## src/rtl/dvp_frame_tx.sv

```systemverilog
// VSYNC/HREF/8-bit pixel frame generator: one frame per accepted start request,
// programmable geometry and a selectable pixel pattern with known green content.
module dvp_frame_tx #(
  parameter int unsigned H_ACTIVE   = 16,
  parameter int unsigned V_ACTIVE   = 8,
  parameter int unsigned H_BLANK    = 4,
  parameter int unsigned V_SYNC_LEN = 3,
  parameter int unsigned V_BACK     = 2
) (
  input  logic        clk,
  input  logic        rst_n,
  input  logic        start,
  input  logic [1:0]  pattern,
  input  logic [7:0]  seed,
  output logic        vsync,
  output logic        href,
  output logic [7:0]  pixel,
  output logic        busy,
  output logic        frame_done,
  output logic [15:0] pix_count
);

  localparam logic [2:0] S_IDLE   = 3'd0;
  localparam logic [2:0] S_VSYNC  = 3'd1;
  localparam logic [2:0] S_VBACK  = 3'd2;
  localparam logic [2:0] S_LINE   = 3'd3;
  localparam logic [2:0] S_HBLANK = 3'd4;
  localparam logic [2:0] S_DONE   = 3'd5;

  localparam logic [15:0] VS_LAST = 16'(V_SYNC_LEN - 1);
  localparam logic [15:0] VB_LAST = 16'(V_BACK - 1);
  localparam logic [15:0] HA_LAST = 16'(H_ACTIVE - 1);
  localparam logic [15:0] HB_LAST = 16'(H_BLANK - 1);
  localparam logic [15:0] VA_LAST = 16'(V_ACTIVE - 1);

  localparam logic [7:0] PIX_GREEN = 8'h38;
  localparam logic [7:0] PIX_OTHER = 8'h07;

  logic [2:0]  state_q, state_d;
  logic [15:0] cnt_q, cnt_d;
  logic [15:0] y_q, y_d;
  logic [7:0]  lfsr_q, lfsr_d;
  logic [1:0]  pat_q, pat_d;
  logic [15:0] pix_count_q, pix_count_d;
  logic        vsync_q, vsync_d;
  logic        href_q, href_d;
  logic [7:0]  pixel_q, pixel_d;
  logic        busy_q, busy_d;
  logic        frame_done_q, frame_done_d;
  logic        lfsr_fb;

  assign lfsr_fb = lfsr_q[7] ^ lfsr_q[5] ^ lfsr_q[4] ^ lfsr_q[3];

  // cnt_q is the cycle index within the current state; in LINE it doubles as x.
  always_comb begin
    state_d     = state_q;
    cnt_d       = cnt_q;
    y_d         = y_q;
    lfsr_d      = lfsr_q;
    pat_d       = pat_q;
    pix_count_d = pix_count_q;
    case (state_q)
      S_IDLE: begin
        if (start) begin
          state_d     = S_VSYNC;
          cnt_d       = '0;
          y_d         = '0;
          pat_d       = pattern;
          lfsr_d      = (seed == 8'h00) ? 8'h01 : seed;
          pix_count_d = '0;
        end
      end
      S_VSYNC: begin
        if (cnt_q == VS_LAST) begin
          state_d = S_VBACK;
          cnt_d   = '0;
        end else begin
          cnt_d = cnt_q + 16'd1;
        end
      end
      S_VBACK: begin
        if (cnt_q == VB_LAST) begin
          state_d = S_LINE;
          cnt_d   = '0;
        end else begin
          cnt_d = cnt_q + 16'd1;
        end
      end
      S_LINE: begin
        lfsr_d = {lfsr_q[6:0], lfsr_fb};
        if (pix_count_q != 16'hFFFF) pix_count_d = pix_count_q + 16'd1;
        if (cnt_q == HA_LAST) begin
          state_d = S_HBLANK;
          cnt_d   = '0;
        end else begin
          cnt_d = cnt_q + 16'd1;
        end
      end
      S_HBLANK: begin
        if (cnt_q == HB_LAST) begin
          cnt_d = '0;
          if (y_q == VA_LAST) begin
            state_d = S_DONE;
          end else begin
            state_d = S_LINE;
            y_d     = y_q + 16'd1;
          end
        end else begin
          cnt_d = cnt_q + 16'd1;
        end
      end
      S_DONE:  state_d = S_IDLE;
      default: state_d = S_IDLE;
    endcase
  end

  // Outputs are registered decodes of the current state, so they trail it by one cycle.
  always_comb begin
    vsync_d      = (state_q == S_VSYNC);
    href_d       = (state_q == S_LINE);
    busy_d       = (state_q != S_IDLE);
    frame_done_d = (state_q == S_DONE);
    pixel_d      = 8'h00;
    if (state_q == S_LINE) begin
      case (pat_q)
        2'd0:    pixel_d = PIX_GREEN;
        2'd1:    pixel_d = PIX_OTHER;
        2'd2:    pixel_d = (cnt_q[0] ^ y_q[0]) ? PIX_OTHER : PIX_GREEN;
        default: pixel_d = lfsr_q;
      endcase
    end
  end

  always_ff @(posedge clk) begin
    if (!rst_n) begin
      state_q      <= S_IDLE;
      cnt_q        <= '0;
      y_q          <= '0;
      lfsr_q       <= 8'h01;
      pat_q        <= '0;
      pix_count_q  <= '0;
      vsync_q      <= 1'b0;
      href_q       <= 1'b0;
      pixel_q      <= '0;
      busy_q       <= 1'b0;
      frame_done_q <= 1'b0;
    end else begin
      state_q      <= state_d;
      cnt_q        <= cnt_d;
      y_q          <= y_d;
      lfsr_q       <= lfsr_d;
      pat_q        <= pat_d;
      pix_count_q  <= pix_count_d;
      vsync_q      <= vsync_d;
      href_q       <= href_d;
      pixel_q      <= pixel_d;
      busy_q       <= busy_d;
      frame_done_q <= frame_done_d;
    end
  end

  assign vsync      = vsync_q;
  assign href       = href_q;
  assign pixel      = pixel_q;
  assign busy       = busy_q;
  assign frame_done = frame_done_q;
  assign pix_count  = pix_count_q;

endmodule
```

## config.mk

```make
export PLATFORM = sky130hd
export DESIGN_NAME = dvp_frame_tx
export DESIGN_NICKNAME = d
export VERILOG_FILES = /design/src/rtl/dvp_frame_tx.sv
export SDC_FILE = /design/constraint.sdc
export NUM_CORES = 1
export LEC_CHECK = 0
export CORE_ASPECT_RATIO = 2
export CORE_MARGIN = 4
export CORE_UTILIZATION = 51
export DETAILED_ROUTE_END_ITERATION = 8
export DONT_BUFFER_PORTS = 1
export GPL_ROUTABILITY_DRIVEN = 0
export PLACE_DENSITY_LB_ADDON = 0.15
export SLEW_MARGIN = 10
export SYNTH_ARGS = -nofsm -noshare
export SYNTH_HDL_FRONTEND = slang
export SYNTH_SLANG_ARGS = --single-unit
```

## constraint.sdc

```tcl
create_clock -name clk -period 1.89 [get_ports clk]
set_input_delay 0.378 -clock clk [delete_from_list [all_inputs] [get_ports clk]]
set_output_delay 0.378 -clock clk [all_outputs]
set_load 0.02 [all_outputs]
```

==> flow_summary_export.csv, run 1 <==
group,metric,value,unit
timing,layout_min_cycle_time,1.98,ns
floorplanning,rows,44,
setup_path,critPathArrivalTime,2.22,ns
logic_synthesis,synth_most_common_cell,"sky130_fd_sc_hd__dfxtp_1",
floorplanning,chipHeight,130,um
clock_network,numClockSinks,73,
timing,report.final.slew_viol_count,0,
setup_path,timing.critical_path.from_type,"register",
status,result_of_the_run,"complete, but fails checks",
timing,worst_slew_pin_slew,0.453,ns
setup_path,critical_path_maximum_fanout,9,
drt,detail-route-antenna-nets,0,
clock_network,cts_tree,"built",
logic_synthesis,synth-edff-count,0,
setup_path,r2r.worst_path.cells,6,
timing,max_slew_margin,0.695,
global_route,grt_remaining_overflow,0,
clock_network,cts-buffers-inserted,9,
layout,number_of_antenna_cells_inserted,0,
timing,fmax,0.504,GHz
drt,avgRoutedWirePerCell,16.6,um
worst_hold_path,count_of_cells_along_the_worst_hold_path,1,
setup_path,timing.critical_path.slowest_stage_cell,"sky130_fd_sc_hd__or4_1",
power,p_leak,1.91,nW
logic_synthesis,yosys_warnings,0,
global_route,grt_use_total,0.247,
drt,route.final.wire_length,10.6,mm
power,cellPowerDensity,1110,mW/mm^2
layout,area_growth_syn_to_layout,33.9,%
setup_path,timing.critical_path.slowest_cell_delay,0.50,ns
layout,num-fill-cells,579,
layout,area.sequential,0.00147,mm^2
logic_synthesis,ys_seq_elements,73,
setup_path,crit_path_cell_trace,"buf_6 -> or3_1 -> o211ai_1 -> o221ai_2 -> or4_1 -> a21boi_1",
setup_path,critical_path.endpoint_type,"register",
logic_synthesis,syn-mean-instance-area,8.05,um^2
global_route,grt_max_degree,46,
timing,timing.hold.ws,0.137,ns
global_route,first_global_vias,3689,
setup_path,timing.critical_path.required,2.12,ns
drt,drc,0,
drt,drtPass1Iterations,5,
logic_synthesis,synth.net_count,487,
worst_hold_path,min-delay-path-class,"input pin to register",
floorplanning,floorplan.initialDensity,0.522,
timing,final.setup.worst_slack,-0.0947,ns
drt,detail_route.vias_per_cell,5.92,
logic_synthesis,synth_top_area_share,0.388,
power,irDropWorstVdd,0.855,mV
drt,drt_first_iter_violations,213,
logic_synthesis,postSynth.topFlopCell,"sky130_fd_sc_hd__dfxtp_1",
timing,finClkSkew,0.00516,ns
status,violations,"negative setup slack",
floorplanning,die-width,68.8,um
timing,min_period_over_period,1.05,
logic_synthesis,netlist_area,0.00377,mm^2
timing,grt_setup_unrepaired,"yes",
layout,post_route_cells_drive_above_1_share,0.272,
logic_synthesis,ys_top_cells_by_area,"sky130_fd_sc_hd__dfxtp_1 39%, sky130_fd_sc_hd__nor2_1 4.6%, sky130_fd_sc_hd__nand2_1 4.5%, sky130_fd_sc_hd__xnor2_1 4.2%, sky130_fd_sc_hd__o21ai_0 4.0%",
place,numPortBuffers,0,
logic_synthesis,synthCells,468,
logic_synthesis,sequential_element_share_of_the_synthesized_area,0.388,
timing,final-hold-violation-count,0,
timing,setup_tns,-0.361,ns
flow_run,drv.max_cap_violation_count,0,
global_route,first_pass_grt_wire_length,16.8,mm
setup_path,setup.worst_path.class,"register to register",
clock_network,worstSkewPairLatency,0.33,ns
layout,multi_input_comb_area,0.00233,mm^2
global_route,antenna_violations_before_repair,0,
clock_network,htreeDepth,3,
logic_synthesis,synth_top_cell_by_area,"sky130_fd_sc_hd__dfxtp_1",
timing,finalSetupViolations,9,
floorplanning,design.portCount,41,
layout,fin_nets,559,
floorplanning,core,0.00721,mm^2
clock_network,root_buffer_master,"sky130_fd_sc_hd__clkbuf_16",
logic_synthesis,synth_commonest_cells,"73 x sky130_fd_sc_hd__dfxtp_1, 46 x sky130_fd_sc_hd__nor2_1, 45 x sky130_fd_sc_hd__nand2_1, 30 x sky130_fd_sc_hd__o21ai_0, 27 x sky130_fd_sc_hd__nand3_1",
drt,via_count,3769,
place,detailed_place_hpwl,7.61,mm
logic_synthesis,synth_cell_type_count,52,
setup_path,reg2reg_setup_slack,-0.09,ns
floorplanning,die_area,0.00891,mm^2
logic_synthesis,synthArstFlopShare,0,
clock_network,clockBufferDepth,2,
clock_network,path_clk_slew,0.06,ns
==> metrics by stage <==
stage,std cells,setup WS [ns],power [mW],utilization,instance area (um^2)
2_1_floorplan,468,0.0116,2.77,-,3770
3_3_place_gp,610,-0.156,3.40,0.609,4390
3_5_place_dp,610,-0.225,3.44,0.609,4390
4_1_cts,630,-0.0650,5.34,0.668,4810
5_1_grt,637,-0.160,5.91,0.699,5040
6_report,637,-0.0947,5.61,0.699,5040
==> final cells by class <==
class | count | share of cell area
timing repair buffer | 91 | 0.151
clock buffer | 11 | 0.0504
sequential | 73 | 0.292
multi-input combinational | 354 | 0.463
clock inverter | 5 | 0.0122
tap | 92 | 0.0228
inverter | 11 | 0.00819
==> sequential cells by signal (all words and copies together), names as in the netlist <==
signal	flops
pat_q	2
frame_done	1
href	1
pix_count	16
vsync	1
busy	1
pixel	8
state_q	3
cnt_q	16
lfsr_q	8
y_q	16
==> what timing repair did <==
| action | 4_1_cts | 5_1_grt |
|---|---|---|
| hold buffers | 0 | 0 |
| cloned | 2 | 1 |
| setup buffers | 2 | 7 |
| resized for setup | 21 | 45 |
| endpoints found under the setup margin | 28 | 37 |
| pin swaps | 18 | 25 |
==> routing by layer <==
metal | global-route usage | wire length, um | vias to the layer above | share of wire
met5 | 0 | 0 | - | 0
met4 | 0.128 | 262 | 0 | 0.025
met3 | 0.0555 | 328 | 20 | 0.031
met2 | 0.441 | 6230 | 73 | 0.59
met1 | 0.258 | 3780 | 1813 | 0.36
li1 | - | - | 1863 | -
==> critical path, delay by kind of cell (launching register included) <==
family / cells / cell delay, ns
buffers and inverters: 1 / 0.15
AND/OR/NAND/NOR: 2 / 0.86
flip-flops: 1 / 0.34
AO/OA/AOI/OAI: 3 / 0.54
==> path summary, 6_finish.rpt <==
check                               start          to
worst max-delay path             cnt_q[2]  state_q[0]
worst min-delay path                rst_n   lfsr_q[0]
worst max register to register   cnt_q[2]  state_q[0]
worst min register to register  lfsr_q[6]   lfsr_q[6]
==> cell families after synthesis <==
logic type,after synthesis,share of synthesized area
AOI/OAI and AO/OA,109,0.193
xor gates and xnor gates,19,0.0442
adders and majority gates,6,0.0199
buffers and inverters,41,0.0439
DFF,73,0.388
muxes,1,0.00266
and+or+nand+nor,219,0.309
==> cells in the final DEF, fill, tap and decap left out, types with 8 or more instances in the layout <==
cell,instances
sky130_fd_sc_hd__a21oi_1,18
sky130_fd_sc_hd__and2_1,9
sky130_fd_sc_hd__and3_1,15
sky130_fd_sc_hd__buf_4,74
sky130_fd_sc_hd__buf_6,12
sky130_fd_sc_hd__clkbuf_16,10
sky130_fd_sc_hd__dfxtp_1,65
sky130_fd_sc_hd__inv_1,11
sky130_fd_sc_hd__nand2_1,45
sky130_fd_sc_hd__nand3_1,26
sky130_fd_sc_hd__nand4_1,15
sky130_fd_sc_hd__nor2_1,45
sky130_fd_sc_hd__nor3_1,11
sky130_fd_sc_hd__nor4_1,8
sky130_fd_sc_hd__o211ai_1,13
sky130_fd_sc_hd__o21ai_0,25
sky130_fd_sc_hd__o221ai_1,8
sky130_fd_sc_hd__or3_1,12
sky130_fd_sc_hd__xnor2_1,18
==> power breakdown <==
group          total, mW  switching [mW]  leakage, nW  internal (mW)
logic               1.98            1.05         1.16          0.923
registers           1.86           0.176        0.595           1.68
clock network       1.78           0.666        0.155           1.11
total               5.61            1.89         1.91           3.72
Note: power is estimated with default switching activity, not from simulation.
==> run 2: changes to the inputs <==
CORE_MARGIN = 2   (was 4)
SETUP_SLACK_MARGIN = 0.5   (was default)
==> run 2 against run 1 <==
- the run still ends with negative setup slack left
- worst hold slack hardly changed
- register-to-register slack got worse by 0.05 ns
- design area up 19%
- largest power group unchanged
- first-iteration DRC count grew 76%
- cell count grew 2.4%
- critical path depth is 1 higher
- count of clock-buffer cells in the layout is 1 lower
- clock power is essentially flat
- non-clock buffer count rose by 14
- die area shrank 8.7%
- clock skew up 0.0054 ns
==> flow_summary_export.csv, run 2 (synthesis gave the netlist of run 1 again) <==
group,metric,value,unit
status,result_of_the_run,"complete, but fails checks",
status,violations,"negative setup slack",
drt,detail_route.vias_per_cell,6.49,
place,placed_area,0.00453,mm^2
timing,finClkSkew,0.0106,ns
global_route,grt_use_total,0.304,
power,design_power_total,6.87,mW
layout,layout.core_utilization,0.832,
timing,max_slew_margin,0.647,
timing,final.setup.worst_slack,-0.149,ns
flow_run,drv.max_cap_violation_count,0,
global_route,first_pass_grt_wire_length,19.3,mm
global_route,grt_remaining_overflow,0,
place,detailed_place_hpwl,7.61,mm
setup_path,timing.critical_path.from_type,"register",
layout,layout_commonest_cell,"sky130_fd_sc_hd__buf_4",
timing,setup_tns,-2.46,ns
timing,min_period_over_period,1.08,
setup_path,critical_path.endpoint_type,"register",
global_route,grt.met2_usage,0.573,
clock_network,numClockSinks,73,
layout,layout.cells.most_common_list,"67 x sky130_fd_sc_hd__buf_4, 49 x sky130_fd_sc_hd__dfxtp_1, 35 x sky130_fd_sc_hd__nor2_1",
drt,drc,0,
clock_network,htreeDepth,3,
setup_path,r2r.worst_path.cells,7,
timing,finalSetupViolations,33,
layout,post_route_cells_drive_above_1_share,0.443,
layout,area_growth_syn_to_layout,59.4,%
drt,route.final.wire_length,14.5,mm
drt,via_count,4231,
place,numPortBuffers,0,
global_route,antenna_violations_before_repair,0,
worst_hold_path,hp-start,"rst_n",
timing,worst_slew_pin_slew,0.524,ns
floorplanning,die-width,64.8,um
power,p_leak,2.20,nW
clock_network,cts_tree,"built",
timing,report.final.slew_viol_count,0,
clock_network,worstSkewPairLatency,0.35,ns
timing,grt_setup_unrepaired,"yes",
timing,fmax,0.490,GHz
floorplanning,floorplan.initialDensity,0.522,
power,cellPowerDensity,1140,mW/mm^2
drt,avgRoutedWirePerCell,22.2,um
setup_path,critical_path_maximum_fanout,5,
drt,drt_first_iter_violations,374,
setup_path,timing.critical_path.required,2.16,ns
global_route,first_global_vias,4004,
clock_network,cts-buffers-inserted,9,
setup_path,setup.worst_path.class,"register to register",
timing,layout_min_cycle_time,2.04,ns
setup_path,critical_path.reg2reg.startpoint,"cnt_q[15]",
setup_path,critPathArrivalTime,2.31,ns
worst_hold_path,min_delay_worst_endpoint,"lfsr_q[0]",
global_route,grt_util_met1,0.295,
worst_hold_path,min-delay-path-class,"input pin to register",
global_route,grt_use_met3,0.0540,
layout,finish.instance_area,0.00600,mm^2
floorplanning,design.portCount,41,
floorplanning,rows,44,
setup_path,reg2reg_setup_slack,-0.15,ns
place,dpl_worst_slack,-0.0966,ns
worst_hold_path,count_of_cells_along_the_worst_hold_path,1,
layout,fin_nets,574,
setup_path,regToRegEndpoint,"y_q[9]",
drt,detail-route-antenna-nets,0,
floorplanning,die_area,0.00813,mm^2
drt,drtPass1Iterations,5,
global_route,global_route.peak_usage_layer,"met2",
power,irDropWorstVdd,1.14,mV
clock_network,root_buffer_master,"sky130_fd_sc_hd__clkbuf_16",
floorplanning,core,0.00721,mm^2
floorplanning,chipHeight,126,um
clock_network,clockBufferDepth,2,
layout,number_of_antenna_cells_inserted,0,
global_route,grt_max_degree,46,
clock_network,path_clk_slew,0.06,ns
layout,num-fill-cells,378,
timing,final-hold-violation-count,0,
-- run 2: changes by cell type in the layout (fill, tap and decap cells not counted), sizes merged --
cell,previous run,this run
bufinv,1,2
inv,12,11
buf,90,102
clkinv,3,4
o221ai,9,10
bufbuf,0,1
-- run 2: area by class of cell --
type | instances | area (um^2) | area share
clock inverter | 6 | 82.6 | 0.0138
sequential | 73 | 1530 | 0.255
multi-input combinational | 355 | 2900 | 0.484
timing repair buffer | 105 | 1100 | 0.183
inverter | 11 | 41.3 | 0.00688
tap | 92 | 115 | 0.0192
clock buffer | 10 | 229 | 0.0381
-- run 2: per-layer routing --
metal / part of all wire / vias up
met3: 0.043 / 64
met2: 0.56 / 168
met4: 0.055 / 0
met5: 0 / -
li1: - / 1898
met1: 0.34 / 2101
-- run 2: critical path, cell delays in order (launching register included) --
cell	delay, ns
sky130_fd_sc_hd__dfxtp_2	0.33
sky130_fd_sc_hd__nor4_4	0.33
sky130_fd_sc_hd__and4_4	0.31
sky130_fd_sc_hd__a41oi_4	0.19
sky130_fd_sc_hd__buf_6	0.18
sky130_fd_sc_hd__buf_6	0.11
sky130_fd_sc_hd__or3_1	0.32
sky130_fd_sc_hd__a21oi_1	0.18
-- run 2: what timing repair did --
action,4_1_cts,5_1_grt
setup buffers,21,14
hold buffers,0,0
resized for setup,84,77
pin swaps,37,43
gates cloned,6,3
setup endpoints to repair,66,66
-- run 2: metrics by stage --
stage               cells  hold slack [ns]
finish                652            0.137
global route          652            0.124
CTS                   635            0.132
detailed placement    592            0.492
global placement      592            0.473
floorplan             468            0.457
-- run 2: worst max-delay path by stage --
| stage | startpoint | end | cells past startpoint |
|---|---|---|---|
| after floorplan | cnt_q[6] | y_q[8] | 7 |
| after global placement | cnt_q[8] | y_q[8] | 6 |
| after detailed placement | cnt_q[8] | y_q[8] | 6 |
| after CTS | cnt_q[15] | y_q[10] | 6 |
| after global routing | cnt_q[12] | y_q[8] | 6 |
| final | cnt_q[15] | y_q[9] | 7 |
-- run 2: power by group --
group	total, mW	leakage, nW	internal [mW]	switching, mW
clock	1.81	0.154	1.15	0.667
sequential	1.88	0.607	1.68	0.202
combinational	3.17	1.44	1.66	1.51
